## config.mk

```make
export PLATFORM = sky130hd
export DESIGN_NAME = mul_arbiter_flat
export DESIGN_NICKNAME = d
export VERILOG_FILES = /design/src/rtl/mul_arbiter_pkg.sv /design/src/rtl/mul_arbiter_if.sv /design/src/rtl/mul_arbiter_multiplier.sv /design/src/rtl/mul_arbiter.sv /design/src/flat_wrapper.sv
export SDC_FILE = /design/constraint.sdc
export NUM_CORES = 1
export LEC_CHECK = 0
export CAP_MARGIN = 20
export CORE_UTILIZATION = 50
export DETAILED_ROUTE_END_ITERATION = 10
export GPL_ROUTABILITY_DRIVEN = 0
export HOLD_SLACK_MARGIN = 0.02
export PLACE_DENSITY = 0.69
export SLEW_MARGIN = 20
export SYNTH_ARGS = -nofsm -noshare
export SYNTH_HDL_FRONTEND = slang
export SYNTH_SLANG_ARGS = --single-unit
```

## constraint.sdc

```tcl
create_clock -name clk -period 6.3 [get_ports clk]
set_input_delay 1.26 -clock clk [delete_from_list [all_inputs] [get_ports clk]]
set_output_delay 1.26 -clock clk [all_outputs]
set_load 0.01 [all_outputs]
```

## src/rtl/mul_arbiter_pkg.sv

```systemverilog
// mul_arbiter_pkg: shared types and constants for the mul_arbiter slice.
//   DEFAULT_WIDTH : default operand width (product is twice as wide)
//   state_e       : sequencing FSM encoding (IDLE / MUL / DONE, 2 bits)
//   grant_t       : result of the round-robin decision (valid + winning id)
//   rr_grant()    : two-way round-robin selection against the last grant
package mul_arbiter_pkg;

  localparam int DEFAULT_WIDTH = 8;

  typedef enum logic [1:0] {
    ST_IDLE = 2'd0,
    ST_MUL  = 2'd1,
    ST_DONE = 2'd2
  } state_e;

  typedef struct packed {
    logic vld;
    logic id;
  } grant_t;

  // A lone requester always wins; on a tie the one that did not win last time
  // is chosen, so lg=1 lets requester 0 take the first tie.
  function automatic grant_t rr_grant(input logic v0, input logic v1, input logic lg);
    grant_t g;
    g.vld = v0 | v1;
    if (v0 && v1) begin
      g.id = ~lg;
    end else begin
      g.id = v1;
    end
    return g;
  endfunction

endpackage

```

## src/rtl/mul_arbiter_if.sv

```systemverilog
// Handshake bundles used by mul_arbiter.
//   mul_req_if : requester -> arbiter channel (valid, ready, a, b, sign)
//                master = requester side, slave = arbiter side
//   mul_out_if : arbiter -> consumer channel (valid, ready, prod, id)
//                master = arbiter side, slave = consumer side
interface mul_req_if #(parameter int N = mul_arbiter_pkg::DEFAULT_WIDTH);
  logic         valid;
  logic         ready;
  logic [N-1:0] a;
  logic [N-1:0] b;
  logic         sign;

  modport master (output valid, output a, output b, output sign, input ready);
  modport slave  (input valid, input a, input b, input sign, output ready);
endinterface

interface mul_out_if #(parameter int N = mul_arbiter_pkg::DEFAULT_WIDTH);
  logic           valid;
  logic           ready;
  logic [2*N-1:0] prod;
  logic           id;

  modport master (output valid, output prod, output id, input ready);
  modport slave  (input valid, input prod, input id, output ready);
endinterface

```

## src/rtl/mul_arbiter_multiplier.sv

```systemverilog
// multiplier: shared combinational N x N multiplier.
//   a, b  : operands
//   sign  : 1 = operands are two's complement, full 2N-bit signed product
//           0 = unsigned operands and product
//   prod  : 2N-bit product
module multiplier #(
  parameter int N = mul_arbiter_pkg::DEFAULT_WIDTH
) (
  input  logic [N-1:0]   a,
  input  logic [N-1:0]   b,
  input  logic           sign,
  output logic [2*N-1:0] prod
);

  logic [2*N-1:0] a_ext_s;
  logic [2*N-1:0] b_ext_s;

  // Extending to 2N bits first makes a plain modular multiply give the exact
  // product in both modes, including most-negative x most-negative.
  assign a_ext_s = sign ? {{N{a[N-1]}}, a} : {{N{1'b0}}, a};
  assign b_ext_s = sign ? {{N{b[N-1]}}, b} : {{N{1'b0}}, b};
  assign prod    = a_ext_s * b_ext_s;

endmodule

```

## src/rtl/mul_arbiter.sv

```systemverilog
// mul_arbiter: two-requester round-robin front end for the shared multiplier.
//   clk, rst_n : clock, asynchronous active-low reset
//   req0, req1 : requester channels (mul_req_if.slave)
//   out        : product channel tagged with requester id (mul_out_if.master)
//   busy       : high whenever an operation is in flight (state != IDLE)
module mul_arbiter
  import mul_arbiter_pkg::*;
#(
  parameter int N = DEFAULT_WIDTH
) (
  input  logic      clk,
  input  logic      rst_n,
  mul_req_if.slave  req0,
  mul_req_if.slave  req1,
  mul_out_if.master out,
  output logic      busy
);

  state_e         state_q, state_d;
  logic [N-1:0]   a_q, a_d;
  logic [N-1:0]   b_q, b_d;
  logic           sign_q, sign_d;
  logic           id_q, id_d;
  logic           lg_q, lg_d;
  logic [2*N-1:0] prod_q, prod_d;
  logic           out_id_q, out_id_d;
  logic           out_valid_q, out_valid_d;
  logic           busy_q, busy_d;

  grant_t         gnt_s;
  logic           window_s;
  logic           accept_s;
  logic [2*N-1:0] mul_prod_s;

  multiplier #(.N(N)) u_mul (
    .a    (a_q),
    .b    (b_q),
    .sign (sign_q),
    .prod (mul_prod_s)
  );

  // Grant and accept window; rst_n gates accept so ready is low during reset.
  always_comb begin
    gnt_s    = rr_grant(req0.valid, req1.valid, lg_q);
    window_s = (state_q == ST_IDLE) || ((state_q == ST_DONE) && out.ready);
    accept_s = gnt_s.vld && window_s && rst_n;
  end

  assign req0.ready = accept_s && !gnt_s.id;
  assign req1.ready = accept_s &&  gnt_s.id;

  // Next-state and register-load logic for the sequencing FSM.
  always_comb begin
    state_d  = state_q;
    a_d      = a_q;
    b_d      = b_q;
    sign_d   = sign_q;
    id_d     = id_q;
    lg_d     = lg_q;
    prod_d   = prod_q;
    out_id_d = out_id_q;

    case (state_q)
      ST_IDLE: begin
        if (accept_s) begin
          state_d = ST_MUL;
        end else begin
          state_d = ST_IDLE;
        end
      end
      ST_MUL: begin
        state_d  = ST_DONE;
        prod_d   = mul_prod_s;
        out_id_d = id_q;
      end
      ST_DONE: begin
        if (out.ready) begin
          // Accepting in the same cycle as the hand-off keeps the 2-cycle cadence.
          state_d = accept_s ? ST_MUL : ST_IDLE;
        end else begin
          state_d = ST_DONE;
        end
      end
      default: begin
        state_d = ST_IDLE;
      end
    endcase

    if (accept_s) begin
      a_d    = gnt_s.id ? req1.a    : req0.a;
      b_d    = gnt_s.id ? req1.b    : req0.b;
      sign_d = gnt_s.id ? req1.sign : req0.sign;
      id_d   = gnt_s.id;
      lg_d   = gnt_s.id;
    end else begin
      a_d    = a_q;
      b_d    = b_q;
      sign_d = sign_q;
      id_d   = id_q;
      lg_d   = lg_q;
    end

    out_valid_d = (state_d == ST_DONE);
    busy_d      = (state_d != ST_IDLE);
  end

  // State and datapath registers; outputs come straight from flops.
  always_ff @(posedge clk or negedge rst_n) begin
    if (!rst_n) begin
      state_q     <= ST_IDLE;
      a_q         <= {N{1'b0}};
      b_q         <= {N{1'b0}};
      sign_q      <= 1'b0;
      id_q        <= 1'b0;
      lg_q        <= 1'b1;
      prod_q      <= {(2*N){1'b0}};
      out_id_q    <= 1'b0;
      out_valid_q <= 1'b0;
      busy_q      <= 1'b0;
    end else begin
      state_q     <= state_d;
      a_q         <= a_d;
      b_q         <= b_d;
      sign_q      <= sign_d;
      id_q        <= id_d;
      lg_q        <= lg_d;
      prod_q      <= prod_d;
      out_id_q    <= out_id_d;
      out_valid_q <= out_valid_d;
      busy_q      <= busy_d;
    end
  end

  assign out.valid = out_valid_q;
  assign out.prod  = prod_q;
  assign out.id    = out_id_q;
  assign busy      = busy_q;

endmodule

```

## src/flat_wrapper.sv

```systemverilog
// flat-port wrapper written by rule: the top's interface ports become plain ports
module mul_arbiter_flat import mul_arbiter_pkg::*;
#(
  parameter int N = DEFAULT_WIDTH
)
  (clk, rst_n, busy, req0_valid, req0_a, req0_b, req0_sign, req0_ready, req1_valid, req1_a, req1_b, req1_sign, req1_ready, out_valid, out_prod, out_id, out_ready);
  mul_req_if #(.N(N)) req0_i ();
  mul_req_if #(.N(N)) req1_i ();
  mul_out_if #(.N(N)) out_i ();
  input  logic clk;
  input  logic rst_n;
  output logic busy;
  input wire logic [$bits(req0_i.valid)-1:0] req0_valid;
  input wire logic [$bits(req0_i.a)-1:0] req0_a;
  input wire logic [$bits(req0_i.b)-1:0] req0_b;
  input wire logic [$bits(req0_i.sign)-1:0] req0_sign;
  output wire logic [$bits(req0_i.ready)-1:0] req0_ready;
  input wire logic [$bits(req1_i.valid)-1:0] req1_valid;
  input wire logic [$bits(req1_i.a)-1:0] req1_a;
  input wire logic [$bits(req1_i.b)-1:0] req1_b;
  input wire logic [$bits(req1_i.sign)-1:0] req1_sign;
  output wire logic [$bits(req1_i.ready)-1:0] req1_ready;
  output wire logic [$bits(out_i.valid)-1:0] out_valid;
  output wire logic [$bits(out_i.prod)-1:0] out_prod;
  output wire logic [$bits(out_i.id)-1:0] out_id;
  input wire logic [$bits(out_i.ready)-1:0] out_ready;
  assign req0_i.valid = req0_valid;
  assign req0_i.a = req0_a;
  assign req0_i.b = req0_b;
  assign req0_i.sign = req0_sign;
  assign req0_ready = req0_i.ready;
  assign req1_i.valid = req1_valid;
  assign req1_i.a = req1_a;
  assign req1_i.b = req1_b;
  assign req1_i.sign = req1_sign;
  assign req1_ready = req1_i.ready;
  assign out_valid = out_i.valid;
  assign out_prod = out_i.prod;
  assign out_id = out_i.id;
  assign out_i.ready = out_ready;
  mul_arbiter #(.N(N)) u_core (.clk(clk), .rst_n(rst_n), .req0(req0_i), .req1(req1_i), .out(out_i), .busy(busy));
endmodule
```

; ---- Word-level counts from Yosys, hierarchy flattened
; Index checks and enable logic that the tools add are counted.
[totals]
register_bits = 40
latch_bits = 0
ram_bits = 0
mem_bits_ro = 0
input_bits = 39
out_inout_bits = 21
wordCells = 35
memories = 0
[classes]
add_sub_neg = 0
multipliers = 1
div = 0
order_cmp = 0
n_eq_ne = 3
shifts = 0
n_mux = 9
bitwise_logic = 2
n_reduce_logical = 10
[op_table]
columns = operator, count
row1 = $mux 16, 2
row2 = $mul 16x16->16, 1
row3 = $mux 8, 2
row4 = $logic_and 1x1->1, 6
row5 = $pmux 2 s3, 1
row6 = $eq 2x2->1 const B, 2
row7 = $mux 1, 3
row8 = $eq 2x1->1 const B, 1
row9 = $logic_not 2->1, 1
row10 = $mux 2, 1
row11 = $reduce_bool 2->1, 1
row12 = $logic_not 1->1, 1
row13 = $logic_or 1x1->1, 1
row14 = $not 1->1, 1
row15 = $or 1x1->1, 1

; ---- Longest topological paths before layout
; Gate-level depths: netlist (run 1).
[logic_depth]
word_depth = 9
depth_mapped = 23
ltp_nobuf = 22

; ---- Cells and area by module
; Synthesis (run 1) repeated with hierarchy kept, for this count alone.
[hier_totals]
hier_cells = 555
area_unflattened_um2 = 5420.2
[modules_own_cells]
columns = mod, instances, cells_each, area_each_um2, seq_area_each_um2
row1 = multiplier, 1, 417, 3668.5, 0.0
row2 = mul_arbiter, 1, 138, 1751.7, 1002.2

; ---- Least setup slack after synthesis (run 1)
; No wires, ideal clock.
[synth_path]
path_kind = register to register
from = register u_core.sign_q
to = register u_core.prod_q[13], in the netlist u_core.out.prod[13]
setup_time_ns = 0.131
arrival_time_ns = 5.093
required_ns = 6.169
slack_ns = 1.076
stages_incl_launch_ff = 24
n_path_buf = 1
period_less_slack_ns = 5.224
cell_sequence = dfrtp_1 buf_2 nand2_1 xnor2_1 and2_1 and2_1 ha_1 inv_1 fa_1 inv_1 fa_1 inv_1 fa_1 inv_1 fa_1 inv_1 fa_1 inv_1 ha_1 nand2_1 o31ai_1 a21oi_1 xor2_1 o21ai_1
[synth_between]
elab_chain_cells = 2
word_cells_on_any_way = 3
cone_classes = mul (1) / mux (2)
[synth_lines]
columns = element, line_no
row1 = start: declaration, mul_arbiter.sv:22  ; logic sign_q, sign_d;
row2 = start signal: assignment, mul_arbiter.sv:124  ; sign_q <= sign_d;
row3 = $mux 16 (on tied branches), "mul_arbiter_multiplier.sv:20, mul_arbiter_multiplier.sv:21"
row4 = $mul 16x16->16 *, mul_arbiter_multiplier.sv:22  ; assign prod = a_ext_s * b_ext_s;
row5 = end signal: assignment, mul_arbiter.sv:116  ; prod_q <= {(2*N){1'b0}};
row6 = end signal: assignment, mul_arbiter.sv:127  ; prod_q <= prod_d;
row7 = end: declaration, mul_arbiter.sv:25  ; logic [2*N-1:0] prod_q, prod_d;
; Every way passes the cells marked *; elsewhere a longest branch is shown, timed or not.
; A chain may end at the register's enable or synchronous reset.

; ---- Worst setup path after layout (run 1)
; Same ends and word-level chain as after synthesis.

==> results of run 1 <==
-- how the worst max path moves through the flow --
stage | startpoint | endpoint | slack (ns) | cells past startpoint
2_1_floorplan | u_core.sign_q | u_core.out.prod[13] | 1.08 | 23
3_3_place_gp | u_core.sign_q | u_core.out.prod[13] | 0.87 | 22
3_5_place_dp | u_core.sign_q | u_core.out.prod[13] | 0.67 | 22
4_1_cts | u_core.sign_q | u_core.out.prod[13] | 0.67 | 22
5_1_grt | u_core.sign_q | u_core.out.prod[13] | 0.37 | 22
6_report | u_core.sign_q | u_core.out.prod[13] | 0.68 | 22
-- area by class of cell --
| class | count | share of cell area [%] |
|---|---|---|
| multi-input combinational | 389 | 61.6 |
| sequential | 40 | 16.4 |
| timing repair buffer | 63 | 10.1 |
| inverter | 117 | 7.22 |
| tap | 136 | 2.79 |
| clock buffer | 5 | 1.13 |
| clock inverter | 3 | 0.759 |
-- worst reg2reg max path: stages (launching register included) --
cell and delay [ns]:
dfrtp_1 0.56, nand2_1 0.12, xnor2_1 0.13, and2_1 0.17
and2_1 0.15, ha_1 0.31, inv_1 0.14, fa_1 0.50
inv_1 0.05, fa_1 0.50, inv_1 0.05, fa_1 0.52
inv_1 0.05, fa_1 0.47, inv_1 0.05, fa_1 0.47
inv_1 0.04, ha_1 0.35, nand2_1 0.08, o31ai_1 0.43
a21oi_1 0.15, xor2_1 0.16, o21ai_1 0.11
-- through the flow --
| step | std cells | setup slack, ns | instance area, sq um | hold slack [ns] | utilization [%] |
|---|---|---|---|---|---|
| 5_1_grt | 753 | 0.372 | 6100 | 0.514 | 59.3 |
| 6_report | 753 | 0.675 | 6100 | 0.483 | 59.3 |
| 3_5_place_dp | 745 | 0.671 | 5980 | 0.469 | 58.2 |
| 2_1_floorplan | 570 | 1.08 | 5280 | 0.460 | - |
| 3_3_place_gp | 745 | 0.870 | 5980 | 0.461 | 58.2 |
| 4_1_cts | 753 | 0.670 | 6100 | 0.491 | 59.3 |
-- flip-flops by register name (all words and copies together), names as in the netlist, 2 cells and up --
register         count
u_core.out.prod     16
u_core.a_q           8
u_core.b_q           8
u_core.state_q       2
-- cell families (layout without fill, tap and decap cells) --
| kind of cell | after synthesis | after routing | synth area share, % |
|---|---|---|---|
| AOI/OAI and AO/OA | 68 | 68 | 7.75 |
| xor gates and xnor gates | 34 | 34 | 5.64 |
| adders and majority gates | 123 | 123 | 38.9 |
| buffers and inverters | 141 | 188 | 10.3 |
| DFF | 40 | 40 | 19.0 |
| muxes | 23 | 23 | 4.45 |
| and+or+nand+nor | 141 | 141 | 14.0 |
-- cell usage in the layout, fill, tap and decap left out, drive strengths merged, types with 19 or more instances in the layout --
cell	count
clkdlybuf4s50	58
nand2	37
nor2	29
mux2i	19
o21ai	21
inv	117
dfrtp	39
fa	69
ha	54
xnor2	28
a21oi	27
and2	56
-- layer usage --
metal,wire length (um),track usage (%)
met1,4930,28.3
met2,5070,36.9
met3,320,2.68
met4,168,4.33
met5,0,0
==> flow_summary.yaml, run 1 <==
critical_path:
  r2r_start: "u_core.sign_q"
  critical_path_buf_inv_count: 6
  crit_top_cell: "inv_1"
  slowest_stage: "dfrtp_1"
  cp-end-kind: "register"
  cp-start-kind: "register"
  r2r_cells: 22
  rrSetupSlack_ns: 0.68
  crit_family: "adder cells"
  worstPathArrival_ns: 5.86
  cp.required_ns: 6.54
  path_class: "reg2reg"
  r2r_end: "u_core.out.prod[13]"
  cpPeakStageDelay_ns: 0.56
  cp_cell_sequence: "nand2_1 > xnor2_1 > and2_1 > and2_1 > ha_1 > inv_1 > fa_1 > inv_1 > fa_1 > inv_1 > fa_1 > inv_1 > fa_1 > inv_1 > fa_1 > inv_1 > ha_1 > nand2_1 > o31ai_1 > a21oi_1 > xor2_1 > o21ai_1"
  crit_fanout: 14
drt:
  vias_per_cell: 4.96
  drtIter0Drc: 148
  post_drt_wl_per_cell_um: 13.9
  via_count: 3738
  firstDrtPassIters: 4
  antenna_left: 0
  wl_um: 10500
  drc: 0
sta:
  slew_viol_final: 0
  rsz0062_at_grt: "no"
  skew_ns: 0.0112
  maxSlewHeadroom_pct: 59.3
  period_share_pct: 89.3
  tightest_slew_ns: 0.610
  hold_viol_final: 0
  tns_ns: 0
  fmax_mhz: 178
  setup_violations: 0
  fin_crit_ns: 5.62
final_layout:
  antenna_cells: 0
  nFillCells: 950
  area_growth_pct: 15.5
  drive_gt1_share_pct: 4.54
  multi_input_area_sq_mm: 0.00375
  fin_nets: 778
  seqCellArea_sq_mm: 0.00100
logic_synthesis:
  synth_nets: 732
  synth.avg_cell_area_sq_um: 9.27
  synth_top_area_share_pct: 26.2
  ys.flop_type: "dfrtp_1"
  yosys.area.top_type: "fa_1"
  synth_seq_cells: 40
  synthesis.area_sq_mm: 0.00528
  synth_cell_types: 45
  ys_top_cells_by_area: "fa_1 (26%), dfrtp_1 (18%), ha_1 (13%)"
  synth_common_cells: "inv_1 (115), fa_1 (69), and2_1 (55)"
  syn_inst: 570
  yosysMostFrequentCell: "inv_1"
  synth_warnings: 0
  synthArstFlopShare_pct: 100
  ys_seq_area_share_pct: 19.0
  synth_edf_count: 0
clocking:
  cts-root-buf: "clkbuf_8"
  hold_buffers: 0
  clk_path_buf_depth: 2
  cts-resized-gates: 0
  cts_tree: "built"
  post-cts-setup-buffers: 0
  cts_buffers: 5
  cts.clk_slew.worst_paths_ns: 0.09
  clock-sinks: 40
  clk_latency_ns: 0.30
  h-tree-depth: 2
global_route:
  grt_overflow_total: 0
  grt_antenna_before_repair: 0
  grt_pass1_vias: 4020
  grt_use_total_pct: 21.2
  grt_pass1_wl_um: 18600
  grt_max_degree: 41
floorplan:
  start_util_pct: 51.4
  die-area_sq_mm: 0.0110
  die_x_um: 105
  std_cell_rows: 37
  die_h_um: 105
  io-pin-count: 60
  core_area_sq_mm: 0.0103
placed_design:
  dpl.hpwl_um: 8800
  io_buffers: 59
outcome:
  status: "finished, final reports clean"
hold_path:
  hold_path_class: "reg2reg"
  min_to: "u_core.out.prod[7]"
  hp-start: "u_core.out.prod[7]"
  min_path_cells: 2
job:
  cap_viol_max_count: 0
Power of run 1 is left out: the tool's default activity adds up to more than one toggle a clock period on the data nets, which glitch-free logic cannot reach.
==> run 2, diff against run 1 <==
--- a/config.mk
+++ b/config.mk
@@ -6,11 +6,11 @@
 export NUM_CORES = 1
 export LEC_CHECK = 0
 export CAP_MARGIN = 20
-export CORE_UTILIZATION = 50
+export CORE_UTILIZATION = 56
 export DETAILED_ROUTE_END_ITERATION = 10
 export GPL_ROUTABILITY_DRIVEN = 0
 export HOLD_SLACK_MARGIN = 0.02
-export PLACE_DENSITY = 0.69
+export PLACE_DENSITY = 0.77
 export SLEW_MARGIN = 20
 export SYNTH_ARGS = -nofsm -noshare
 export SYNTH_HDL_FRONTEND = slang
==> run 2 against run 1 <==
Design area shrank 1.0%. Count of clock-buffer cells in the layout grew 1. Sequential cell count is the same. Hold slack is essentially flat. Cell count shrank 3.3%.
==> flow_summary.yaml, run 2 (synthesis gave the netlist of run 1 again) <==
outcome:
  status: "finished, final reports clean"
clocking:
  cts_tree: "built"
  post-cts-setup-buffers: 0
  clk_latency_ns: 0.30
  cts_buffers: 5
  h-tree-depth: 2
  clk_path_buf_depth: 2
  cts-root-buf: "clkbuf_8"
  cts.clk_slew.worst_paths_ns: 0.09
  clock-sinks: 40
  cts-resized-gates: 0
  hold_buffers: 0
floorplan:
  core_area_sq_mm: 0.00920
  std_cell_rows: 35
  die_x_um: 99.1
  io-pin-count: 60
  start_util_pct: 57.4
  die-area_sq_mm: 0.00982
  die_h_um: 99.1
global_route:
  grt_pass1_wl_um: 18100
  grt_max_degree: 42
  grt_pass1_vias: 4008
  grt_use_total_pct: 23.1
  grt_overflow_total: 0
  grt_antenna_before_repair: 0
critical_path:
  slowest_stage: "dfrtp_1"
  worstPathArrival_ns: 5.75
  crit_top_cell: "inv_1"
  crit_family: "adder cells"
  cpPeakStageDelay_ns: 0.58
  crit_fanout: 14
  cp-start-kind: "register"
  cp-end-kind: "register"
  cp.required_ns: 6.48
  cp_cell_sequence: "nand2_1 > xnor2_1 > and2_1 > and2_1 > ha_1 > inv_1 > fa_1 > inv_1 > fa_1 > inv_1 > fa_1 > inv_1 > fa_1 > inv_1 > fa_1 > inv_1 > ha_1 > nand2_1 > o31ai_1 > a21oi_1 > xor2_1 > o21ai_1"
  path_class: "reg2reg"
  critical_path_buf_inv_count: 6
final_layout:
  seqCellArea_sq_mm: 0.00100
  stdcell_area_sq_mm: 0.00604
  layout_common_cells: "inv_1 (115), fa_1 (69), clkdlybuf4s50_1 (58)"
  largest_reg_flops: 16
  drive_gt1_share_pct: 4.38
  nFillCells: 738
  multi_input_area_sq_mm: 0.00375
  final_common_cell: "inv_1"
  area_growth_pct: 14.3
  antenna_cells: 0
  fin_nets: 778
drt:
  firstDrtPassIters: 4
  vias_per_cell: 5.18
  via_count: 3769
  drtIter0Drc: 165
  antenna_left: 0
  post_drt_wl_per_cell_um: 14.2
  drc: 0
  wl_um: 10300
sta:
  period_share_pct: 88.5
  setup_violations: 0
  tightest_slew_ns: 0.632
  fmax_mhz: 179
  tns_ns: 0
  maxSlewHeadroom_pct: 57.9
  skew_ns: 0.0117
  fin_crit_ns: 5.57
  slew_viol_final: 0
  hold_viol_final: 0
  rsz0062_at_grt: "no"
job:
  cap_viol_max_count: 0
placed_design:
  placed_area_sq_mm: 0.00595
  dpl.hpwl_um: 8490
  io_buffers: 59
hold_path:
  hold_path_class: "reg2reg"
## run 2: cell types whose count changed in the layout (fill, tap and decap cells not counted), sizes merged
cell and delta:
clkinv +1, bufinv -1, clkbuf +1, inv -1
## run 2: final cells by class
class,instances,share of cell area [%]
multi-input combinational,389,62.2
clock inverter,2,0.207
sequential,40,16.6
inverter,117,7.30
tap,111,2.30
timing repair buffer,63,10.2
clock buffer,6,1.20
## run 2: worst register-to-register path: cells and delay by family (launching register included)
kind            cells  cell delay, ns
fa+ha+maj           7            3.11
flops               1            0.58
compound gates      3            0.57
simple gates        4            0.54
buf+inv             6            0.38
xor+xnor            2            0.29
## run 2: through the flow
stage	hold slack (ns)	setup slack, ns	util, %	instances
finish	0.483	0.725	65.6	728
global route	0.518	0.373	65.6	728
CTS	0.490	0.744	65.6	728
detailed placement	0.469	0.776	64.7	720
global placement	0.462	0.888	64.7	720
floorplan	0.460	1.08	-	570
## run 2: path summary, 6_finish.rpt
kind / slack, ns / from / to / cells after the start
setup / recovery: 0.73 / u_core.sign_q / u_core.out.prod[13] / 22
hold / removal: 0.48 / u_core.out.prod[9] / u_core.out.prod[9] / 2
setup reg to reg: 0.73 / u_core.sign_q / u_core.out.prod[13] / 22
hold reg to reg: 0.48 / u_core.out.prod[9] / u_core.out.prod[9] / 2
max in group asynchronous: 4.92 / rst_n / u_core.lg_q / 2
min in group asynchronous: 1.00 / rst_n / u_core.out.prod[7] / 2
## run 2: routing by layer
metal / vias to the layer above / global-route usage [%] / routed length (um)
met5: - / 0 / 0
met4: 0 / 4.75 / 143
met3: 13 / 3.02 / 334
met2: 84 / 41.3 / 5150
met1: 1821 / 30.4 / 4690
li1: 1851 / - / -
Power of run 2 is left out for the same reason.
==> run 3, diff against run 2 <==
--- a/config.mk
+++ b/config.mk
@@ -6,11 +6,13 @@
 export NUM_CORES = 1
 export LEC_CHECK = 0
 export CAP_MARGIN = 20
-export CORE_UTILIZATION = 56
+export CORE_ASPECT_RATIO = 0.7
+export CORE_UTILIZATION = 49
 export DETAILED_ROUTE_END_ITERATION = 10
 export GPL_ROUTABILITY_DRIVEN = 0
 export HOLD_SLACK_MARGIN = 0.02
-export PLACE_DENSITY = 0.77
+export PLACE_DENSITY = 0.68
+export RECOVER_POWER = 50
 export SLEW_MARGIN = 20
 export SYNTH_ARGS = -nofsm -noshare
 export SYNTH_HDL_FRONTEND = slang
==> run 3 against run 2 <==
The flow now finishes with violations (max-capacitance violations, max-slew violations). Design area increased by 1.6%. Worst setup slack got worse by 0.071 ns. Global-route usage decreased by 1.5 points. First-iteration DRC count decreased by 13%. Register-to-register slack got worse by 0.07 ns. Critical path type unchanged. Critical endpoint unchanged.
==> flow_summary.yaml, run 3 (synthesis gave the netlist of run 1 again) <==
sta:
  setup_violations: 0
  skew_ns: 0.00548
  rsz0062_at_grt: "no"
  fin_crit_ns: 5.65
  hold_viol_final: 0
  setup_slack_ns: 0.654
  maxSlewHeadroom_pct: -42.9
  tns_ns: 0
  slew_viol_final: 41
  period_share_pct: 89.6
  tightest_slew_ns: 2.14
  fmax_mhz: 177
floorplan:
  io-pin-count: 60
  die_h_um: 88.9
  std_cell_rows: 31
  start_util_pct: 50.8
  die_x_um: 126
  die-area_sq_mm: 0.0112
  core_area_sq_mm: 0.0104
global_route:
  grt_pass1_wl_um: 18800
  grt_pass1_vias: 3933
  grt_antenna_before_repair: 0
  grt_use_total_pct: 21.7
  grt_max_degree: 41
  grt_overflow_total: 0
critical_path:
  cp.depth: 22
  cp-start-kind: "register"
  rrSetupSlack_ns: 0.65
  r2r_start: "u_core.sign_q"
  crit_family: "adder cells"
  path_class: "reg2reg"
  slowest_stage: "dfrtp_1"
  critical_path.startpoint: "u_core.sign_q"
  r2r_end: "u_core.out.prod[13]"
  worstPathArrival_ns: 5.77
  critical_path_buf_inv_count: 6
  cp_cell_sequence: "nand2_1 > xnor2_1 > and2_1 > and2_1 > ha_1 > inv_1 > fa_1 > inv_1 > fa_1 > inv_1 > fa_1 > inv_1 > fa_1 > inv_1 > fa_1 > inv_1 > ha_1 > nand2_1 > o31ai_1 > a21oi_1 > xor2_1 > o21ai_1"
  crit_path_end: "u_core.out.prod[13]"
  r2r_cells: 22
  cpPeakStageDelay_ns: 0.55
  cp.required_ns: 6.42
  cp-end-kind: "register"
  crit_fanout: 14
  crit_top_cell: "inv_1"
drt:
  wl_um: 11000
  via_count: 3759
  drc: 0
  drtIter0Drc: 143
  vias_per_cell: 5.02
  firstDrtPassIters: 4
  post_drt_wl_per_cell_um: 14.7
  antenna_left: 0
hold_path:
  hold_path_class: "reg2reg"
  hp-start: "u_core.out.prod[10]"
final_layout:
  antenna_cells: 0
  nFillCells: 924
  area_growth_pct: 16.1
  multi_input_area_sq_mm: 0.00374
  drive_gt1_share_pct: 3.89
  seqCellArea_sq_mm: 0.00100
  final_util_pct: 59.0
  fin_nets: 778
  final_common_cell: "inv_1"
  layout_common_cells: "inv_1 (115), fa_1 (69), and2_1 (55)"
  largest_reg_flops: 16
clocking:
  clock-sinks: 40
  cts-root-buf: "clkbuf_16"
  cts.clk_slew.worst_paths_ns: 0.06
  clk_path_buf_depth: 2
  clk_latency_ns: 0.29
  hold_buffers: 0
  cts-resized-gates: 0
  h-tree-depth: 2
  cts_tree: "built"
  post-cts-setup-buffers: 0
  cts_buffers: 5
placed_design:
  pre_cts_ws_ns: 0.735
  dpl.hpwl_um: 9020
  io_buffers: 59
outcome:
  status: "finished, violations left"
  violations: "max-capacitance violations, max-slew violations"
job:
  cap_viol_max_count: 1
run 3: cell count changes in the layout (fill, tap and decap cells not counted), sizes merged:
| cell | previous run | this run |
|---|---|---|
| dlygate4sd3 | 0 | 4 |
| buf | 5 | 2 |
| bufinv | 0 | 1 |
| clkinvlp | 1 | 0 |
| clkbuf | 6 | 9 |
| clkdlybuf4s50 | 58 | 54 |
run 3: how the worst min path moves through the flow:
stage                                endpoint  slack (ns)  cells after the start
after CTS                 u_core.out.prod[10]        0.48                      2
after global routing       u_core.out.prod[7]        0.49                      2
final                     u_core.out.prod[10]        0.47                      2
after floorplan                   u_core.lg_q        0.46                      2
after detailed placement  u_core.out.prod[10]        0.47                      2
after global placement     u_core.out.prod[8]        0.46                      2
run 3: final cells by class:
class,instances,area share [%]
multi-input combinational,389,61.0
sequential,40,16.3
timing repair buffer,63,9.90
inverter,117,7.18
tap,132,2.69
clock buffer,6,2.26
clock inverter,2,0.633
run 3: tightest hold or removal path, cell delays in order (launching register included):
cell and delay (ns):
dfrtp_1 0.33, nand2_1 0.04, o21ai_0 0.05
run 3: metrics by stage:
| stage | std cells | hold slack (ns) | cell area (sq um) |
|---|---|---|---|
| after CTS | 749 | 0.482 | 6160 |
| after global routing | 749 | 0.494 | 6130 |
| final | 749 | 0.466 | 6130 |
| after detailed placement | 741 | 0.469 | 5980 |
| after global placement | 741 | 0.460 | 5980 |
| after floorplan | 570 | 0.460 | 5280 |
run 3: routing by layer:
metal,global-route usage [%],routed length [um],part of all wire [%]
met1,30.7,5520,50
met2,35.3,4820,44
met5,0,0,0
met3,3.33,522,4.8
met4,5.15,118,1.1
Power of run 3 is left out for the same reason.
==> RTL edit: new RTL, settings of run 1 <==
Change the package constant `DEFAULT_WIDTH` from 8 to 6.
--- a/src/rtl/mul_arbiter_pkg.sv
+++ b/src/rtl/mul_arbiter_pkg.sv
@@ -5,7 +5,7 @@
 //   rr_grant()    : two-way round-robin selection against the last grant
 package mul_arbiter_pkg;
 
-  localparam int DEFAULT_WIDTH = 8;
+  localparam int DEFAULT_WIDTH = 6;
 
   typedef enum logic [1:0] {
     ST_IDLE = 2'd0,
Interface: changed (5 resized); port bits go from 60 to 48. The function was not compared with the original's and may differ.
==> RTL edit against run 1 <==
Sequential cell count down 8. Final cell count shrank 41%. Fmax rose by 18%. Clock skew fell by 0.0074 ns. Design area down 37%. Critical path type unchanged. Global-route usage fell by 0.95 points. Die area is 39% lower. Synthesized area fell by 39%. Worst setup slack gained 0.87 ns. Wire length is 44% lower.
Power is not shown: default switching activity piles up to over one toggle a cycle in this logic, so the estimate is an artifact.
==> RTL edit: results (changes against run 1) <==
Run status
  – Status: finished, final reports clean (unchanged)

Routing
  – DR vias/cell: 5.05 (was 4.96)
  – DRT iter0 DRCs: 57 (was 148)
  – Metal1 wirelength: 2850 µm (was 4930 µm)
  – WL per Instance: 13.1 µm (was 13.9 µm)
  – DR WL met3: 171 µm (was 320 µm)
  – Met2 wire length: 2740 µm (was 5070 µm)

GRT
  – Pin count of the biggest net entering global routing: 34 (was 41)
  – Vias in the first global route: 2,263 (was 4,020)
  – First-pass GRT wire length: 10,200 µm (was 18,600 µm)
  – All-Layer GR Usage: 20.2% (was 21.2%)

Setup path
  – CP max FO: 14 (unchanged)
  – Flop2flop setup slack: 1.54 ns (was 0.68 ns)
  – Critical Path AT: 4.96 ns (was 5.86 ns)

CTS
  – Reg clk slew, reported paths: 0.07 ns (was 0.09 ns)
  – Post-cts resize count: 0 (unchanged)

Place
  – Area post-placement: 0.00373 mm² (was 0.00598 mm²)
  – Post-DP HPWL: 4710 µm (was 8800 µm)
  – I/O Buffers: 47 (was 59)

Timing
  – Slew Limit Headroom: 41.8% (was 59.3%)
  – Worst Skew: 0.00388 ns (was 0.0112 ns)
  – Final hold viol count: 0 (unchanged)

Layout
  – Max reg flops: 12 (was 16)
  – Layout fillers: 533 (was 950)
  – Final #Nets: 465 (was 778)
  – Share of post-route cells with drive strength above 1: 5.12% (was 4.54%)

Yosys
  – XOR/XNOR Fraction of Synth Area: 6.69% (was 5.64%)
  – Synth Area in Compound Gates: 7.08% (was 7.75%)
  – Most frequent cells after synthesis: 55 x inv_1, 35 x fa_1, 31 x dfrtp_1 (was 115 x inv_1, 69 x fa_1, 55 x and2_1)
  – Synth area leaders: dfrtp_1 24%, fa_1 22%, ha_1 11% (was fa_1 26%, dfrtp_1 18%, ha_1 13%)
  – Post-synthesis sequential area ratio: 25.1% (was 19.0%)
  – Multiplexer share of the synthesized area: 5.91% (was 4.45%)
  – Adder-cell share of the synthesized area: 33.3% (was 38.9%)
-- RTL edit: cell type report --
type                       count  area share [%]
clock buffer                   7            2.50
clock inverter                 1           0.779
inverter                      55            5.36
multi-input combinational    226            55.3
sequential                    32            20.8
tap                           75            2.44
timing repair buffer          50            12.8
-- RTL edit: path summary, 6_finish.rpt --
check,start,end,cells past startpoint
setup / recovery,u_core.a_q[5],u_core.out.prod[11],15
hold / removal,u_core.out.prod[8],u_core.out.prod[8],2
setup reg to reg,u_core.a_q[5],u_core.out.prod[11],15
hold reg to reg,u_core.out.prod[8],u_core.out.prod[8],2
max in group asynchronous,rst_n,u_core.lg_q,2
min in group asynchronous,rst_n,u_core.out.prod[6],2
-- RTL edit: kinds of logic after synthesis --
| logic type | count (synthesis) |
|---|---|
| AO/OA/AOI/OAI | 41 |
| XOR/XNOR | 18 |
| adder cells (fa/ha/maj) | 64 |
| buffers and inverters | 70 |
| flip-flops | 32 |
| multiplexers | 18 |
| AND/OR/NAND/NOR | 85 |
-- RTL edit: routing by layer --
layer / track usage, % / vias to the layer above
li1: - / 1126
met1: 27.7 / 1077
met2: 32.6 / 44
met3: 4.33 / 6
met4: 4.74 / 0
met5: 0 / -
-- RTL edit: critical path: stages (launching register included) --
cell,delay [ns]
dfrtp_1,0.55
and2_1,0.27
nand2_1,0.09
fa_1,0.48
fa_1,0.52
inv_1,0.05
fa_1,0.46
fa_1,0.54
inv_1,0.06
fa_1,0.42
xnor3_1,0.21
xnor3_1,0.22
xnor2_1,0.19
xnor2_1,0.16
xnor3_1,0.33
o21ai_1,0.12
-- RTL edit: metrics by stage --
stage          instances  hold WS, ns  setup WS [ns]  util, %
2_1_floorplan        328        0.463           1.73        -
3_3_place_gp         438        0.461           1.62     61.5
3_5_place_dp         438        0.465           1.50     61.5
4_1_cts              446        0.481           1.52     63.6
5_1_grt              446        0.515           1.29     63.6
6_report             446        0.472           1.54     63.6
